<file path="src/rtl/pipeline_types.sv">
// rtl/pipeline_types.sv - shared pipeline types: control path, enable modes, generator states
package pipeline_types;

    typedef struct packed {
        logic rising;
    } control_path_t;

    typedef enum logic [1:0] {
        MODE_OFF   = 2'd0,
        MODE_FREE  = 2'd1,
        MODE_BURST = 2'd2
    } enable_mode_e;

    typedef enum logic [1:0] {
        S_IDLE  = 2'd0,
        S_RUN   = 2'd1,
        S_BURST = 2'd2
    } gen_state_e;

    // The unused encoding 3 behaves exactly like MODE_OFF.
    function automatic logic mode_is_off(input enable_mode_e mode);
        return (mode != MODE_FREE) && (mode != MODE_BURST);
    endfunction

endpackage

</file>
<file path="src/rtl/enable_phase_core.sv">
// rtl/enable_phase_core.sv - phase counter with wrap detect and resync
module enable_phase_core #(
    parameter int CNT_W = 16
) (
    input  logic             i_clk,
    input  logic             i_reset_n,
    input  logic             i_run,
    input  logic [CNT_W-1:0] i_effdiv,
    input  logic             i_rising,
    output logic [CNT_W-1:0] o_phase,
    output logic             o_wrap
);

    logic [CNT_W-1:0] r_phase;
    logic             w_last;

    assign w_last = !(r_phase < (i_effdiv - CNT_W'(1)));

    // Resync wins over a coincident wrap: phase restarts and no enable is produced.
    always_ff @(posedge i_clk or negedge i_reset_n) begin
        if (!i_reset_n) begin
            r_phase <= '0;
        end else if (!i_run || i_rising || w_last) begin
            r_phase <= '0;
        end else begin
            r_phase <= r_phase + CNT_W'(1);
        end
    end

    assign o_wrap  = i_run && !i_rising && w_last;
    assign o_phase = r_phase;

endmodule

</file>
<file path="src/rtl/count_enable_gen.sv">
// rtl/count_enable_gen.sv - programmable count-enable generator; COUNT_ENABLE_GEN_DRIFT_EN adds phase-drift reporting
module count_enable_gen
    import pipeline_types::*;
#(
    parameter int CNT_W       = 16,
    parameter int DEFAULT_DIV = 5
) (
    input  logic             i_clk,
    input  logic             i_reset_n,
    input  control_path_t    i_control,
    input  enable_mode_e     i_mode,
    input  logic [CNT_W-1:0] i_div,
    input  logic             i_div_load,
    input  logic [CNT_W-1:0] i_burst_len,
    input  logic             i_burst_start,
    output logic             o_count_enable,
    output logic [CNT_W-1:0] o_phase,
    output logic [CNT_W-1:0] o_div_active,
    output logic             o_busy
`ifdef COUNT_ENABLE_GEN_DRIFT_EN
    ,
    output logic [CNT_W-1:0] o_drift,
    output logic             o_drift_valid
`endif
);

    localparam logic [CNT_W-1:0] DEF_DIV = CNT_W'(DEFAULT_DIV);

    gen_state_e       r_state, w_state_next;
    logic [CNT_W-1:0] r_div_active, r_shadow, r_remaining;
    logic [CNT_W-1:0] w_effdiv, w_phase;
    logic             r_pending, r_en;
    logic             w_run, w_wrap, w_resync, w_commit, w_mode_off, w_burst_go;

    assign w_mode_off = mode_is_off(i_mode);
    assign w_burst_go = (i_mode == MODE_BURST) && i_burst_start && (i_burst_len != '0);
    assign w_effdiv   = (r_div_active == '0) ? CNT_W'(1) : r_div_active;

    // The core only counts on cycles where the current state is going to persist.
    assign w_run = ((r_state == S_RUN) && (i_mode == MODE_FREE)) ||
                   ((r_state == S_BURST) && !w_mode_off && (r_remaining != '0));
    assign w_resync = w_run && i_control.rising;
    assign w_commit = r_pending && ((r_state == S_IDLE) || w_wrap || w_resync);

    enable_phase_core #(
        .CNT_W (CNT_W)
    ) u_core (
        .i_clk     (i_clk),
        .i_reset_n (i_reset_n),
        .i_run     (w_run),
        .i_effdiv  (w_effdiv),
        .i_rising  (i_control.rising),
        .o_phase   (w_phase),
        .o_wrap    (w_wrap)
    );

    always_comb begin
        w_state_next = r_state;
        case (r_state)
            S_IDLE: begin
                if (i_mode == MODE_FREE) begin
                    w_state_next = S_RUN;
                end else if (w_burst_go) begin
                    w_state_next = S_BURST;
                end
            end
            S_RUN: begin
                if (i_mode != MODE_FREE) begin
                    w_state_next = S_IDLE;
                end
            end
            S_BURST: begin
                if (w_mode_off || (r_remaining == '0)) begin
                    w_state_next = S_IDLE;
                end
            end
            default: w_state_next = S_IDLE;
        endcase
    end

    always_ff @(posedge i_clk or negedge i_reset_n) begin
        if (!i_reset_n) begin
            r_state <= S_IDLE;
            r_en    <= 1'b0;
        end else begin
            r_state <= w_state_next;
            r_en    <= w_wrap;
        end
    end

    always_ff @(posedge i_clk or negedge i_reset_n) begin
        if (!i_reset_n) begin
            r_remaining <= '0;
        end else if ((r_state == S_IDLE) && (w_state_next == S_BURST)) begin
            r_remaining <= i_burst_len;
        end else if (r_state == S_BURST) begin
            if (w_mode_off) begin
                r_remaining <= '0;
            end else if (w_wrap) begin
                r_remaining <= r_remaining - CNT_W'(1);
            end
        end
    end

    // A load coinciding with a commit keeps the new value pending behind the older one.
    always_ff @(posedge i_clk or negedge i_reset_n) begin
        if (!i_reset_n) begin
            r_div_active <= DEF_DIV;
            r_shadow     <= DEF_DIV;
            r_pending    <= 1'b0;
        end else begin
            if (w_commit) begin
                r_div_active <= r_shadow;
            end
            if (i_div_load) begin
                r_shadow  <= i_div;
                r_pending <= 1'b1;
            end else if (w_commit) begin
                r_pending <= 1'b0;
            end
        end
    end

`ifdef COUNT_ENABLE_GEN_DRIFT_EN
    logic [CNT_W-1:0] r_drift;
    logic             r_drift_valid;

    always_ff @(posedge i_clk or negedge i_reset_n) begin
        if (!i_reset_n) begin
            r_drift       <= '0;
            r_drift_valid <= 1'b0;
        end else begin
            r_drift_valid <= w_resync;
            if (w_resync) begin
                r_drift <= w_phase;
            end
        end
    end

    assign o_drift       = r_drift;
    assign o_drift_valid = r_drift_valid;
`endif

    assign o_count_enable = r_en;
    assign o_phase        = w_phase;
    assign o_div_active   = r_div_active;
    assign o_busy         = (r_state != S_IDLE);

endmodule

</file>
<file path="config.mk">
export PLATFORM = sky130hd
export DESIGN_NAME = count_enable_gen
export DESIGN_NICKNAME = d
export VERILOG_FILES = /design/src/rtl/pipeline_types.sv /design/src/rtl/enable_phase_core.sv /design/src/rtl/count_enable_gen.sv
export SDC_FILE = /design/constraint.sdc
export NUM_CORES = 1
export LEC_CHECK = 0
export BUFFER_PORTS_ARGS = -buffer_cell sky130_fd_sc_hd__buf_2
export CAP_MARGIN = 30
export CORE_MARGIN = 3
export CORE_UTILIZATION = 40
export DETAILED_ROUTE_END_ITERATION = 12
export GPL_TIMING_DRIVEN = 0
export PLACE_DENSITY = 0.71
export SYNTH_ARGS = -nofsm -noshare
export SYNTH_HDL_FRONTEND = slang
export SYNTH_SLANG_ARGS = --single-unit
</file>
<file path="constraint.sdc">
create_clock -name i_clk -period 3.8 [get_ports i_clk]
set_input_delay 0.76 -clock i_clk [delete_from_list [all_inputs] [get_ports i_clk]]
set_output_delay 0.76 -clock i_clk [all_outputs]
set_load 0.01 [all_outputs]
</file>
# Word-level counts from Yosys, hierarchy flattened
# Cells that the tools add are included.
# word_totals
elab_cells	62
rom_bits	0
latch_bits	0
mem_bits_rw	0
register_bits	68
memories	0
in_bits	39
out_inout_bits	34
# op_classes
n_div	0
mux	13
eq_ne	7
n_addsub	3
shifts	0
multipliers	0
magnitude_cmp	1
reduce_logical	31
n_bitwise	0
# ops
op	n
16-bit two-way mux	6
16-bit zero test	2
16-bit nonzero test	2
16-bit by 1-bit subtractor with 16-bit output (second input constant)	2
16-bit by 1-bit adder with 16-bit output (second input constant)	1
16-bit < comparator	1
1-bit logical AND	11
2-bit two-way mux	4
2-bit equality test (second input constant)	3
1-bit logical OR	6
2-bit one-hot mux with 3 select lines	1
2-bit nonzero test	3
2-bit by 1-bit equality test with 1-bit output (second input constant)	2
1-bit zero test	4
3-bit nonzero test	1
2-bit zero test	1
1-bit two-way mux	2
2-bit by 1-bit != test with 1-bit output (second input constant)	1
2-bit != test (second input constant)	1
2-bit AND reduction	1

# Longest topological paths before layout
# logic_depth
word_depth	13
depth_mapped	16
depth_no_buf	15

# Hierarchy
# From an unflattened synthesis, not the netlist that was laid out.
# hier_totals
hier_cells	386
hier_area_um2	4072.7
# modules_own_cells
mod	instances	area_each_um2	cells_each	seq_area_each_um2
count_enable_gen	1	2668.8	237	1306.3
enable_phase_core	1	1403.8	149	400.4

# Worst setup path after synthesis
# No wires, ideal clock.
# synth_path
path_type	register to register
start	register r_div_active[4], in the netlist o_div_active[4]
end	register r_div_active[10], in the netlist o_div_active[10]
period_less_slack_ps	3826
path_slack_ps	-26
t_required_ps	3675
stages_incl_launch_ff	17
n_path_buf	1
setup_ps	125
arrival_ps	3701
cell_sequence	dfrtp_1 nor4_1 a41oi_1 ha_1 nor3b_1 and2_1 nand2_1 nor3_1 xnor2_1 ha_1 a21oi_1 o22ai_1 a211o_2 o21a_4 o21ai_4 buf_12 mux2_4
# synth_via
elab_chain_len	9
# synth_rtl
item	line	text
start, declared	count_enable_gen.sv:30	logic [CNT_W-1:0] r_div_active, r_shadow, r_remaining;
start signal, assigned	count_enable_gen.sv:113	r_div_active <= r_shadow;
16-bit zero test	count_enable_gen.sv:37	assign w_effdiv = (r_div_active == '0) ? CNT_W'(1) : r_div_active;
16-bit two-way mux (*)	count_enable_gen.sv:37	
16-bit by 1-bit subtractor with 16-bit output (*)	enable_phase_core.sv:17	assign w_last = !(r_phase < (i_effdiv - CNT_W'(1)));
16-bit < comparator (*)	enable_phase_core.sv:17	
1-bit zero test (*)	enable_phase_core.sv:17	
1-bit logical AND (*)	enable_phase_core.sv:30	assign o_wrap = i_run && !i_rising && w_last;
1-bit logical OR (*) (2 in series)	count_enable_gen.sv:43	assign w_commit = r_pending && ((r_state == S_IDLE) || w_wrap || w_resync);
1-bit logical AND (*)	count_enable_gen.sv:43	
# Mark *: on every way between the ends. The rest lies on a longest branch, timed or not.
# A chain may end at the register's enable or synchronous reset.

# Worst setup path in the final report
# layout_path
start	register r_div_active[2], in the netlist o_div_active[2]
end	register r_div_active[14], in the netlist o_div_active[14]
# Same word-level chain as after synthesis.

==> run_results.csv <==
group,metric,value,unit
run_status,outcome,"finished, final reports clean",
sta,fin_setup_tns,0,ns
route,wl_met2,4790,µm
route,met1_length,4240,µm
logic_synthesis,synth.avg_cell_area,10.3,µm²
sta,holdWs,0.508,ns
worst_setup_path,crit_fanout,5,
clocking,cts_hold_buffers,0,
power,pwr-share-comb,0.273,
global_route,grt_start_max_net_pins,69,
place,gp_congestion,0.919,
hold_path,min_path_type,"register to register",
clocking,clock_path_buffers,2,
route,top_layer,"met4",
logic_synthesis,synth_simple_gate_area_frac,0.190,
power,switching_share,0.311,
sta,finalHoldViolations,0,
route,dr_wl_met3,424,µm
logic_synthesis,synth_fa_ha_area_frac,0.0652,
die,fp.dieW,104,µm
finish,areaGrowthSynthToFinish,30.7,%
die,ios,73,
global_route,grt_pass1_vias,3210,
power,p_clk_frac,0.315,
logic_synthesis,synth_mux_area_frac,0.104,
place,port_buffers,71,
clocking,clkTransAtPathRegs,0.08,ns
route,drt_iter0_drc,141,
worst_setup_path,end_kind,"register",
logic_synthesis,netlist_instances,373,
die,initial_core_util,0.413,
sta,finalSetupViolCount,0,
route,wl_per_cell,15.7,µm
logic_synthesis,synth.cell_area,3840,µm²
worst_setup_path,cp.arrival,4.02,ns
sta,skew,0.0139,ns
route,wirelength,9600,µm
logic_synthesis,synth_most_common_cell,"dfrtp_1",
route,drtPass1Iterations,4,
clocking,clkLatencyLatePin,0.34,ns
place,post-dp-hpwl,6830,µm
route,vias,3291,
clocking,clock-root-buffer,"clkbuf_8",
route,vias_per_cell,5.37,
logic_synthesis,ys_ff_latch,68,
worst_setup_path,crit_required,4.03,ns
clocking,numCtsBuffers,9,
logic_synthesis,synth_area_leaders,"dfrtp_1 (42%), ha_1 (6.5%), mux2_2 (6.5%)",
logic_synthesis,synth_compound_area_frac,0.119,
job,max_cap_viol_count,0,
sta,fin_crit_sh,0.998,
sta,rsz0062_at_grt,"yes",
finish,antenna_cells,0,
sta,fmax,264,MHz
sta,worst_pin_slew,0.928,ns
die,dieArea,10800,µm²
sta,finalMaxSlewViolations,0,
global_route,grt_pass1_wl,15700,µm
logic_synthesis,synth_top_area_frac,0.417,
logic_synthesis,yosys-top-cells-count,"dfrtp_1 (64), nor2_1 (40), nand2_1 (39)",
clocking,cts_tree,"done",
worst_setup_path,critical_path_class,"register to register",
logic_synthesis,synthFlopType,"dfrtp_1",
logic_synthesis,synth_top_family_by_area,"simple AND/OR/NAND/NOR gates",
clocking,h-tree-depth,3,
worst_setup_path,startpoint_type,"register",
die,num_rows,35,
power,p_per_area,472,nW/µm²
sta,period_minus_slack,3.79,ns
power,switchingPower,736,µW
power,peakVddDrop,0.232,mV
logic_synthesis,synth-xor-area-share,0.0570,
logic_synthesis,synth-async-reset-ratio,1.00,
finish,layout-drive-gt1-share,0.395,
global_route,antenna_found_initial,0,
route,post-route-drc-count,0,
finish,final_nets,539,
logic_synthesis,yosys_warnings,0,
logic_synthesis,synth_enable_flop_cells,0,
sta,max_slew_margin,0.373,
global_route,track_usage,0.178,
route,route.antenna.remaining_nets,0,
power,leakage,0.00229,µW
power,p_seq_frac,0.412,
die,core,9280,µm²
logic_synthesis,ys_seq_area_frac,0.445,
power,p_int,1630,µW
logic_synthesis,synthDistinctLibCells,54,
die,dieHeight,104,µm
clocking,cts.sinks,68,
global_route,grt_remaining_overflow,0,
logic_synthesis,synth_top_area_cell,"dfrtp_1",
logic_synthesis,syn_nets,432,
[path summary, 6_finish.rpt]
path | to | slack (ns) | depth (start not counted) | start
hold reg to reg | r_remaining[6]$_DFFE_PN0P_ | 0.51 | 1 | r_remaining[6]$_DFFE_PN0P_
max in group asynchronous | o_div_active[4]$_DFFE_PN0P_ | 2.71 | 1 | i_reset_n
setup reg to reg | o_div_active[14]$_DFFE_PN0P_ | 0.008 | 17 | o_div_active[2]$_DFFE_PN1P_
min in group asynchronous | o_div_active[9]$_DFFE_PN0P_ | 0.52 | 1 | i_reset_n
hold / removal | r_remaining[6]$_DFFE_PN0P_ | 0.51 | 1 | r_remaining[6]$_DFFE_PN0P_
setup / recovery | o_div_active[14]$_DFFE_PN0P_ | 0.008 | 17 | o_div_active[2]$_DFFE_PN1P_
[layer usage]
metal | vias to the layer above | global-route usage
li1 | 1571 | -
met1 | 1617 | 0.236
met2 | 88 | 0.290
met3 | 15 | 0.0385
met4 | 0 | 0.0598
met5 | - | 0
[kinds of logic (layout without fill, tap and decap cells)]
logic type / Yosys count / count (layout)
simple gates: 147 / 147
flops: 68 / 68
compound gates: 64 / 64
mux: 32 / 32
xor+xnor: 25 / 25
fa+ha+maj: 20 / 20
buf+inv: 17 / 128
[registers in the layout, summed over array words and instances (netlist names)]
signal and cells:
o_count_enable 1, o_div_active 16, r_pending 1, r_remaining 16, r_shadow 16, r_state 2, u_core.o_phase 16
[power groups by stage]
stage	logic [µW]	registers, µW	clock network (µW)
5_1_grt	714	989	787
6_report	647	974	746
2_1_floorplan	322	967	0
3_5_place_dp	497	976	0
4_1_cts	586	968	758
3_3_place_gp	479	969	0
[timing repair]
| item | CTS | global route |
|---|---|---|
| resized for setup | 22 | 30 |
| gates cloned | 1 | 0 |
| buffers inserted | 16 | 8 |
| endpoints found under the setup margin | 41 | 41 |
| pin swaps | 6 | 17 |
[stage by stage]
| step | utilization | cell area (µm²) | std cells | setup slack, ns | total power (µW) |
|---|---|---|---|---|---|
| floorplan | - | 3860 | 373 | 0.0495 | 1290 |
| global placement | 0.471 | 4380 | 573 | -0.217 | 1450 |
| detailed placement | 0.472 | 4380 | 573 | -0.357 | 1470 |
| CTS | 0.524 | 4860 | 605 | 0.000918 | 2310 |
| global route | 0.540 | 5020 | 613 | -0.124 | 2490 |
| finish | 0.540 | 5020 | 613 | 0.00795 | 2370 |
[critical path, stage by stage, from the launching register on]
cell	delay, ns
dfstp_2	0.56
nor4_4	0.06
a41oi_2	0.20
ha_2	0.24
nor3b_4	0.25
and2_4	0.22
nand2_4	0.06
nor3_4	0.13
xnor2_1	0.16
ha_1	0.27
nand4_1	0.15
o22ai_1	0.10
a211o_2	0.35
o21a_4	0.24
o21ai_4	0.14
buf_12	0.14
buf_16	0.12
mux2_4	0.30
[final cells by class]
type	count	area, µm²
Buffer	8	51.3
Timing Repair Buffer	96	586
Fill cell	815	4270
Sequential cell	68	1720
Inverter	9	33.8
Tap cell	129	161
Clock buffer	10	138
Clock inverter	5	108
Multi-Input combinational cell	288	2220
[placed cells by master, fill, tap and decap left out, types with 3 or more instances in the layout]
cell and instances:
dfstp_2 4, nand2b_1 3, o211ai_1 9, o311ai_0 4, nor3_1 3, inv_1 9, xor2_1 12, xnor2_1 13
nand2_2 3, ha_1 19, a21oi_1 15, dfrtp_2 12, and3_1 8, nor4_1 5, or3_1 3, nor2_1 40
clkbuf_1 4, a21o_1 3, mux2_2 18, nand3_1 20, buf_2 71, o21ai_0 12, nand2_1 34, clkbuf_8 10
mux2_4 14, nor4_4 4, nand2_4 3, buf_4 23, dfrtp_1 52, bufinv_16 3
Power figures use the tool's default switching activity.
